==> config.mk <==
export PLATFORM = sky130hd
export DESIGN_NAME = debug_sequencer
export DESIGN_NICKNAME = d
export VERILOG_FILES = /design/src/rtl/debug_pkg.sv /design/src/rtl/debug_sequencer_word_serializer.sv /design/src/rtl/debug_sequencer.sv
export SDC_FILE = /design/constraint.sdc
export NUM_CORES = 1
export LEC_CHECK = 0
export CAP_MARGIN = 15
export CORE_MARGIN = 2
export CORE_UTILIZATION = 49
export CTS_BUF_LIST = sky130_fd_sc_hd__clkbuf_8
export CTS_CLUSTER_SIZE = 20
export DETAILED_ROUTE_END_ITERATION = 6
export GPL_ROUTABILITY_DRIVEN = 0
export PLACE_DENSITY = 0.83
export SYNTH_ARGS = -nofsm -noshare
export SYNTH_HDL_FRONTEND = slang
export SYNTH_HIERARCHICAL = 1
export SYNTH_SLANG_ARGS = --single-unit
==> constraint.sdc <==
create_clock -name clk -period 2.7 [get_ports clk]
set_input_delay 0.54 -clock clk [delete_from_list [all_inputs] [get_ports clk]]
set_output_delay 0.54 -clock clk [all_outputs]
set_load 0.01 [all_outputs]
==> src/rtl/debug_pkg.sv <==
`default_nettype none
// debug_pkg: shared state encoding, command bytes and dump-length helper
// for the debug run/step sequencer.
package debug_pkg;

  typedef enum logic [2:0] {
    ST_IDLE    = 3'd0,
    ST_RUN     = 3'd1,
    ST_STEP    = 3'd2,
    ST_LOAD    = 3'd3,
    ST_SEND    = 3'd4,
    ST_WAIT_TX = 3'd5
  } state_t;

  localparam logic [7:0] DBG_CMD_RUN  = 8'h52;
  localparam logic [7:0] DBG_CMD_STEP = 8'h53;

  localparam int DBG_N_REGS = 32;
  localparam int DBG_N_MEM  = 16;
  localparam int N_WORDS    = 1 + DBG_N_REGS + DBG_N_MEM;

  // Dump length in words: PC, then registers, then memory words.
  function automatic int n_words(input int n_regs, input int n_mem);
    return 1 + n_regs + n_mem;
  endfunction

endpackage
`default_nettype wire

==> src/rtl/debug_sequencer_word_serializer.sv <==
`default_nettype none
// word_serializer: holds one dump word and presents it LSB-byte first,
// with a byte counter that flags the final byte of the word.
module word_serializer #(
  parameter int LEN     = 32,
  parameter int NB_DATA = 8
) (
  input  logic               clk,
  input  logic               reset,
  input  logic               load,
  input  logic [LEN-1:0]     word,
  input  logic               shift,
  output logic [NB_DATA-1:0] tx_data,
  output logic               last_byte
);

  localparam int NBYTES = LEN / NB_DATA;
  localparam int CW     = $clog2(NBYTES) + 1;

  logic [LEN-1:0] shreg;
  logic [CW-1:0]  byte_cnt;

  always_ff @(posedge clk or negedge reset) begin
    if (!reset) begin
      shreg    <= '0;
      byte_cnt <= '0;
    end else if (load) begin
      shreg    <= word;
      byte_cnt <= '0;
    end else if (shift) begin
      shreg <= shreg >> NB_DATA;
      // Saturate so the counter can never wrap past the last byte.
      if (!last_byte) byte_cnt <= byte_cnt + 1'b1;
    end
  end

  assign tx_data   = shreg[NB_DATA-1:0];
  assign last_byte = (byte_cnt == CW'(NBYTES - 1));

endmodule
`default_nettype wire

==> src/rtl/debug_sequencer.sv <==
`default_nettype none
// debug_sequencer: UART-command run/step gating of the core clock enable,
// followed by a PC/register/memory state dump over the UART transmitter.
module debug_sequencer
  import debug_pkg::*;
#(
  parameter int                 LEN      = 32,
  parameter int                 NB_DATA  = 8,
  parameter int                 N_REGS   = 32,
  parameter int                 N_MEM    = 16,
  parameter logic [NB_DATA-1:0] CMD_RUN  = NB_DATA'(DBG_CMD_RUN),
  parameter logic [NB_DATA-1:0] CMD_STEP = NB_DATA'(DBG_CMD_STEP)
) (
  input  logic               clk,
  input  logic               reset,
  input  logic               rx_done,
  input  logic [NB_DATA-1:0] rx_data,
  input  logic               tx_done,
  output logic               tx_start,
  output logic [NB_DATA-1:0] tx_data,
  input  logic               halt,
  input  logic [LEN-1:0]     pc,
  output logic               clk_en,
  output logic [5:0]         word_addr,
  input  logic [LEN-1:0]     word_in,
  output logic               busy
);

  localparam int TOTAL_WORDS = n_words(N_REGS, N_MEM);
  localparam int IDX_W       = $clog2(TOTAL_WORDS);
  localparam int LAST_ADDR   = N_REGS + N_MEM - 1;

  state_t           state, state_next;
  logic [IDX_W-1:0] index;
  logic             ser_load, ser_shift, last_byte, index_inc;
  logic [LEN-1:0]   load_word;
  logic [5:0]       next_addr;

  // Collector address for the word after the one being loaded, so word_in
  // has settled long before the next LOAD samples it.
  assign next_addr = (index >= IDX_W'(LAST_ADDR)) ? 6'(LAST_ADDR) : 6'(index);
  assign load_word = (index == '0) ? pc : word_in;
  assign busy      = (state != ST_IDLE);

  always_ff @(posedge clk or negedge reset) begin
    if (!reset) begin
      state     <= ST_IDLE;
      index     <= '0;
      word_addr <= '0;
    end else begin
      state <= state_next;
      if (state == ST_IDLE) begin
        index     <= '0;
        word_addr <= '0;
      end else begin
        if (ser_load)  word_addr <= next_addr;
        if (index_inc) index     <= index + 1'b1;
      end
    end
  end

  always_comb begin
    state_next = state;
    clk_en     = 1'b0;
    tx_start   = 1'b0;
    ser_load   = 1'b0;
    ser_shift  = 1'b0;
    index_inc  = 1'b0;
    case (state)
      ST_IDLE: begin
        if (rx_done) begin
          if (rx_data == CMD_RUN)       state_next = ST_RUN;
          else if (rx_data == CMD_STEP) state_next = ST_STEP;
        end
      end
      ST_RUN: begin
        clk_en = ~halt;
        if (halt) state_next = ST_LOAD;
      end
      ST_STEP: begin
        clk_en     = ~halt;
        state_next = ST_LOAD;
      end
      ST_LOAD: begin
        ser_load   = 1'b1;
        state_next = ST_SEND;
      end
      ST_SEND: begin
        tx_start   = 1'b1;
        state_next = ST_WAIT_TX;
      end
      ST_WAIT_TX: begin
        if (tx_done) begin
          ser_shift = 1'b1;
          if (!last_byte) begin
            state_next = ST_SEND;
          end else if (index != IDX_W'(TOTAL_WORDS - 1)) begin
            index_inc  = 1'b1;
            state_next = ST_LOAD;
          end else begin
            state_next = ST_IDLE;
          end
        end
      end
      default: state_next = ST_IDLE;
    endcase
  end

  word_serializer #(
    .LEN     (LEN),
    .NB_DATA (NB_DATA)
  ) u_serializer (
    .clk       (clk),
    .reset     (reset),
    .load      (ser_load),
    .word      (load_word),
    .shift     (ser_shift),
    .tx_data   (tx_data),
    .last_byte (last_byte)
  );

endmodule
`default_nettype wire

Word-level counts from Yosys, hierarchy flattened
Index checks and enable logic that the tools add are counted.

Add/subtract/negate cells: 2. $mul: 0. Div/mod/pow operators: 0. $lt $le $gt $ge: 1. Eq/ne operators: 14. Shifts and indexed selects: 0. Multiplexer cells: 28. Bitwise operators: 1. Reductions and logical operators: 9.

Operator list (count): $mux 32 (3); $mux 6 (5); $mux 3 (9); $pmux 3 s6 (1); $eq 8x7->1 const B (2); $eq 3x2->1 const B (3); $mux 1 (9); $ne 2x2->1 const B (4); $add 6x1->6 const B (1); $eq 3x3->1 const B (2); $ge 6x6->1 const B (1); $logic_not 6->1 (1); $ne 6x6->1 const B (1); $reduce_bool 2->1 (3); $reduce_and 4->1 (1); $add 3x1->3 const B (1); $eq 3x1->1 const B (1); $logic_not 3->1 (1); $ne 3x1->1 const B (1); $reduce_bool 3->1 (1); $mux 2 (1); $reduce_and 2->1 (1); $reduce_or 2->1 (1); $not 1->1 (1).

Register bits after elaboration: 50. Bits in latches: 0. RAM bits: 0. Memory bits (read-only): 0. Input port bits: 77. Logic and storage cells: 60. Memories kept: 0.

Longest topological paths before layout
Depth after elaboration: 7. Gate-level depth with buffers: 9. Depth with buffers taken out: 7.

By module
Netlist, hierarchy kept.

Modules (own cells, without submodules): word_serializer (times used 1, cells each 160, area each 1672.9 um2, seq. area each 875.8 um2); debug_sequencer (times used 1, cells each 131, area each 1408.9 um2, seq. area each 375.4 um2).

Least setup slack after synthesis
Ideal clock, no wire load.

Kind: register -> register. Start point: register index[0]. End point: register u_serializer.shreg[16]. Library setup time: 0.128 ns. Arrival time: 1.978 ns. Data required time: 2.572 ns. Slack: 0.594 ns. Cell stages (with the launch flop): 10. Buffers on the path: 2. Clock period less this slack: 2.106 ns. Cells stage by stage: dfrtp_1 -> inv_1 -> ha_1 -> or3b_4 -> or3_1 -> buf_6 -> buf_12 -> mux2_4 -> nand2_1 -> o21ai_0.

Word-level cells in the longest chain between the ends: 3.

RTL lines: start: declaration (RTL line debug_sequencer.sv:34) `logic [IDX_W-1:0] index;`; start signal: assignment (RTL line debug_sequencer.sv:57) `if (index_inc) index <= index + 1'b1;`; $logic_not 6->1 (RTL line debug_sequencer.sv:42) `assign load_word = (index == '0) ? pc : word_in;`; $mux 32 (RTL line debug_sequencer.sv:42); named net load_word[16] (RTL line debug_sequencer.sv:36) `logic [LEN-1:0] load_word;`; $mux 32 (RTL line debug_sequencer_word_serializer.sv:27) `end else if (load) begin`; end signal: assignment (RTL line debug_sequencer_word_serializer.sv:28) `shreg <= word;`; end signal: assignment (RTL line debug_sequencer_word_serializer.sv:31) `shreg <= shreg >> NB_DATA;`; end: declaration (RTL line debug_sequencer_word_serializer.sv:20) `logic [LEN-1:0] shreg;`.

The timed path passes the listed nets, and every way through them passes these cells. A chain may end at the register's enable or synchronous reset.

Worst setup path in the final report
Start point: register state[0]. End point: output port busy.

Word-level cells in the longest chain between the ends: 1.

RTL lines: start: declaration (RTL line debug_sequencer.sv:33) `state_t state, state_next;`; start signal: assignment (RTL line debug_sequencer.sv:51) `state <= state_next;`; $reduce_bool 3->1 (RTL line debug_sequencer.sv:43) `assign busy = (state != ST_IDLE);`; end: declaration (RTL line debug_sequencer.sv:26) `output logic busy`.

No other way between the ends.

==> results.md <==
- Status: finished, final reports clean
- Post-synth ARST share: 100%
- Clock latency on the worst-skew pair: 0.30 ns
- Max Cap Viol: 0
- Fin. Hold Viols: 0
- Buf+Inv Stages, Crit Path: 2
- Setup violators final: 0
- Register area share after synthesis: 40.6%
- Initial antenna violation count: 0
- CP Launch Type: flip-flop
- Largest net degree at the start of global routing: 70
- Proportion of layout cells with a drive suffix above 1: 13.6%
- Count of final max-slew check failures: 0
- First-pass GRT wire length: 10800 µm
- Post-layout util: 67.0%
- Hold Path Class: in2async
- Max VDD drop: 602 µV
- Clock sinks: 50
- DRT antenna net count: 0
- Post-CTS setup buffers: 0
- Drt total wl: 6130 µm
- Slew @ Worst Pin: 0.420 ns
- Final worst slack: 0.270 ns
- I/O pins: 94
- Most frequent cells in the layout: clkdlybuf4s50_1, dfrtp_1, nand2_1
- Vias per Instance: 5.28
- Reg2reg path depth: 8
- Commonest register cell after synthesis: dfrtp_1
- Vias in the first global route: 2391
- Power Dens Cells: 700 mW/mm²
- Net Count, Synth: 372
- Cell area after synthesis: 0.00308 mm²
- Pre-Repair DR Iteration Count: 4
- Cell family with most CP delay: buffers and inverters
- H-Tree Depth: 2
- Port bufs: 93
- Clk buf depth: 2
- Crit-path cells: nor3_1 > inv_1 > clkdlybuf4s50_1
- DP Worst Slack: 0.376 ns
- Cell row count: 28
- Detailed-route wire length per cell: 13.8 µm
- CTS tree: built
- Synth unique cells: 42
- Hold-fix buffers, CTS: 0
- Initial drt markers: 98
- Critical-path maximum fanout: 12
- CTS Root Cell: clkbuf_8
- Critical path class: reg2out
- DRC: 0
- Clock transition at path regs: 0.09 ns
- Post-cts resize count: 0
- Slowest-stage cell, CP: clkdlybuf4s50_1
- Setup Skew: 0.00729 ns
- FMAX: 411 MHz
- Fin crit share: 90.0%
- Antenna diode count: 0
- RSZ-0062 raised after global routing: no
- Yosys warnings: 6
- Worst stage delay on the critical path: 0.61 ns
- Final min period: 2.43 ns
- Post-synth EDFFs: 0
- TNS Setup: 0 ns
- Overflow after GRT: 0
- P&R area growth vs syn: 30.2%
- TritonCTS Buffers: 5
- R2r setup slk: 0.30 ns
- Vias post-DR: 2341
- Die height: 83.3 µm
- Final net count: 449
- Headroom to the max-slew limit: 71.6%
- FF-to-FF End: u_serializer/shreg[25]$_DFFE_PN0P_
- Initial Utilization: 51.4%
- Worst EP required: 2.16 ns
- Most common cell after layout, fill and taps aside: clkdlybuf4s50_1
- Post-Syn Area per Cell: 10.6 µm²
- DP Wirelength: 4610 µm
- Die W: 83.3 µm
- R2R Path Start: index[0]$_DFFE_PN0P_
- Core area: 0.00599 mm²
- Tot GR Track Use: 18.7%
- Critical Path Sink Type: output port
- Leak: 1.68 nW
- Post-Synthesis Cells: 291
- Hold Slack: 0.135 ns
- Die area: 0.00694 mm²
- Crit path DAT: 1.89 ns
- Flops & latches, synth: 50
Yosys cell counts (all sizes together) (2+ instances only):
cell / n / area share, %
a211oi: 2 / 0.65
a21boi: 2 / 0.49
a21oi: 5 / 0.81
a31oi: 2 / 0.41
and3: 3 / 0.61
buf: 22 / 6.9
clkbuf: 8 / 0.97
dfrtp: 50 / 41
ha: 4 / 1.6
inv: 8 / 0.97
mux2: 32 / 15
mux2i: 30 / 9.7
nand2: 40 / 4.9
nand2b: 11 / 2.2
nand3: 4 / 0.65
nand4: 2 / 0.41
nand4b: 2 / 0.57
nor2: 4 / 0.49
nor3: 4 / 0.65
nor3b: 2 / 0.49
o21ai: 38 / 6.2
or3: 2 / 0.41
xnor2: 2 / 0.57
report_power, final:
group          switching [W]  total, W  internal [W]
logic               0.000558   0.00121      0.000653
registers           0.000185   0.00120       0.00102
clock network       0.000227  0.000399      0.000171
logic make-up after synthesis:
family	Yosys count	share of synthesized area, %
muxes	62	25.1
and+or+nand+nor	80	13.1
DFF	50	40.6
AOI/OAI and AO/OA	55	10.2
adders and majority gates	4	1.62
buffers and inverters	38	8.85
xor gates and xnor gates	2	0.569
sequential cells by signal, summed over array words and instances (netlist names):
name / flops
u_serializer/shreg: 32
index: 6
word_addr: 6
u_serializer/byte_cnt: 3
state: 3
per-stage QoR:
step | power, W | cell area [µm²] | cells
2_1_floorplan | 0.00207 | 3080 | 291
3_3_place_gp | 0.00239 | 3940 | 436
3_5_place_dp | 0.00244 | 3940 | 436
4_1_cts | 0.00284 | 4010 | 443
5_1_grt | 0.00303 | 4010 | 443
6_report | 0.00281 | 4010 | 443
final cells by class:
class	instances	area [µm²]
fill	470	1980
multi-input combinational	203	1560
sequential	50	1250
timing repair buffer	100	1000
tap	75	93.8
clock buffer	5	68.8
inverter	8	30.0
clock inverter	2	7.51
worst max-delay path by stage:
| stage | startpoint | to | slack [ns] | cells past startpoint |
|---|---|---|---|---|
| final | state[0]$_DFFE_PN0P_ | busy | 0.27 | 3 |
| after global placement | halt | clk_en | 0.46 | 3 |
| after floorplan | index[0]$_DFFE_PN0P_ | u_serializer/shreg[16]$_DFFE_PN0P_ | 0.59 | 9 |
| after detailed placement | index[0]$_DFFE_PN0P_ | u_serializer/shreg[27]$_DFFE_PN0P_ | 0.38 | 8 |
| after CTS | state[0]$_DFFE_PN0P_ | busy | 0.25 | 3 |
| after global routing | state[0]$_DFFE_PN0P_ | busy | 0.09 | 3 |
routing by layer:
metal | GRT usage, % | wire, µm | vias up
li1 | - | - | 1160
met1 | 23.0 | 2590 | 1093
met2 | 33.0 | 3150 | 72
met3 | 3.38 | 273 | 16
met4 | 5.81 | 112 | 0
met5 | 0 | 0 | -
worst register-to-register path, delay by kind of cell (launching register included):
family,cells,cell delay (ns)
fa+ha+maj,1,0.16
buf+inv,2,0.31
flops,1,0.43
compound gates,1,0.11
mux,1,0.32
simple gates,3,0.93
No activity file was read; power rests on OpenSTA's default activity.
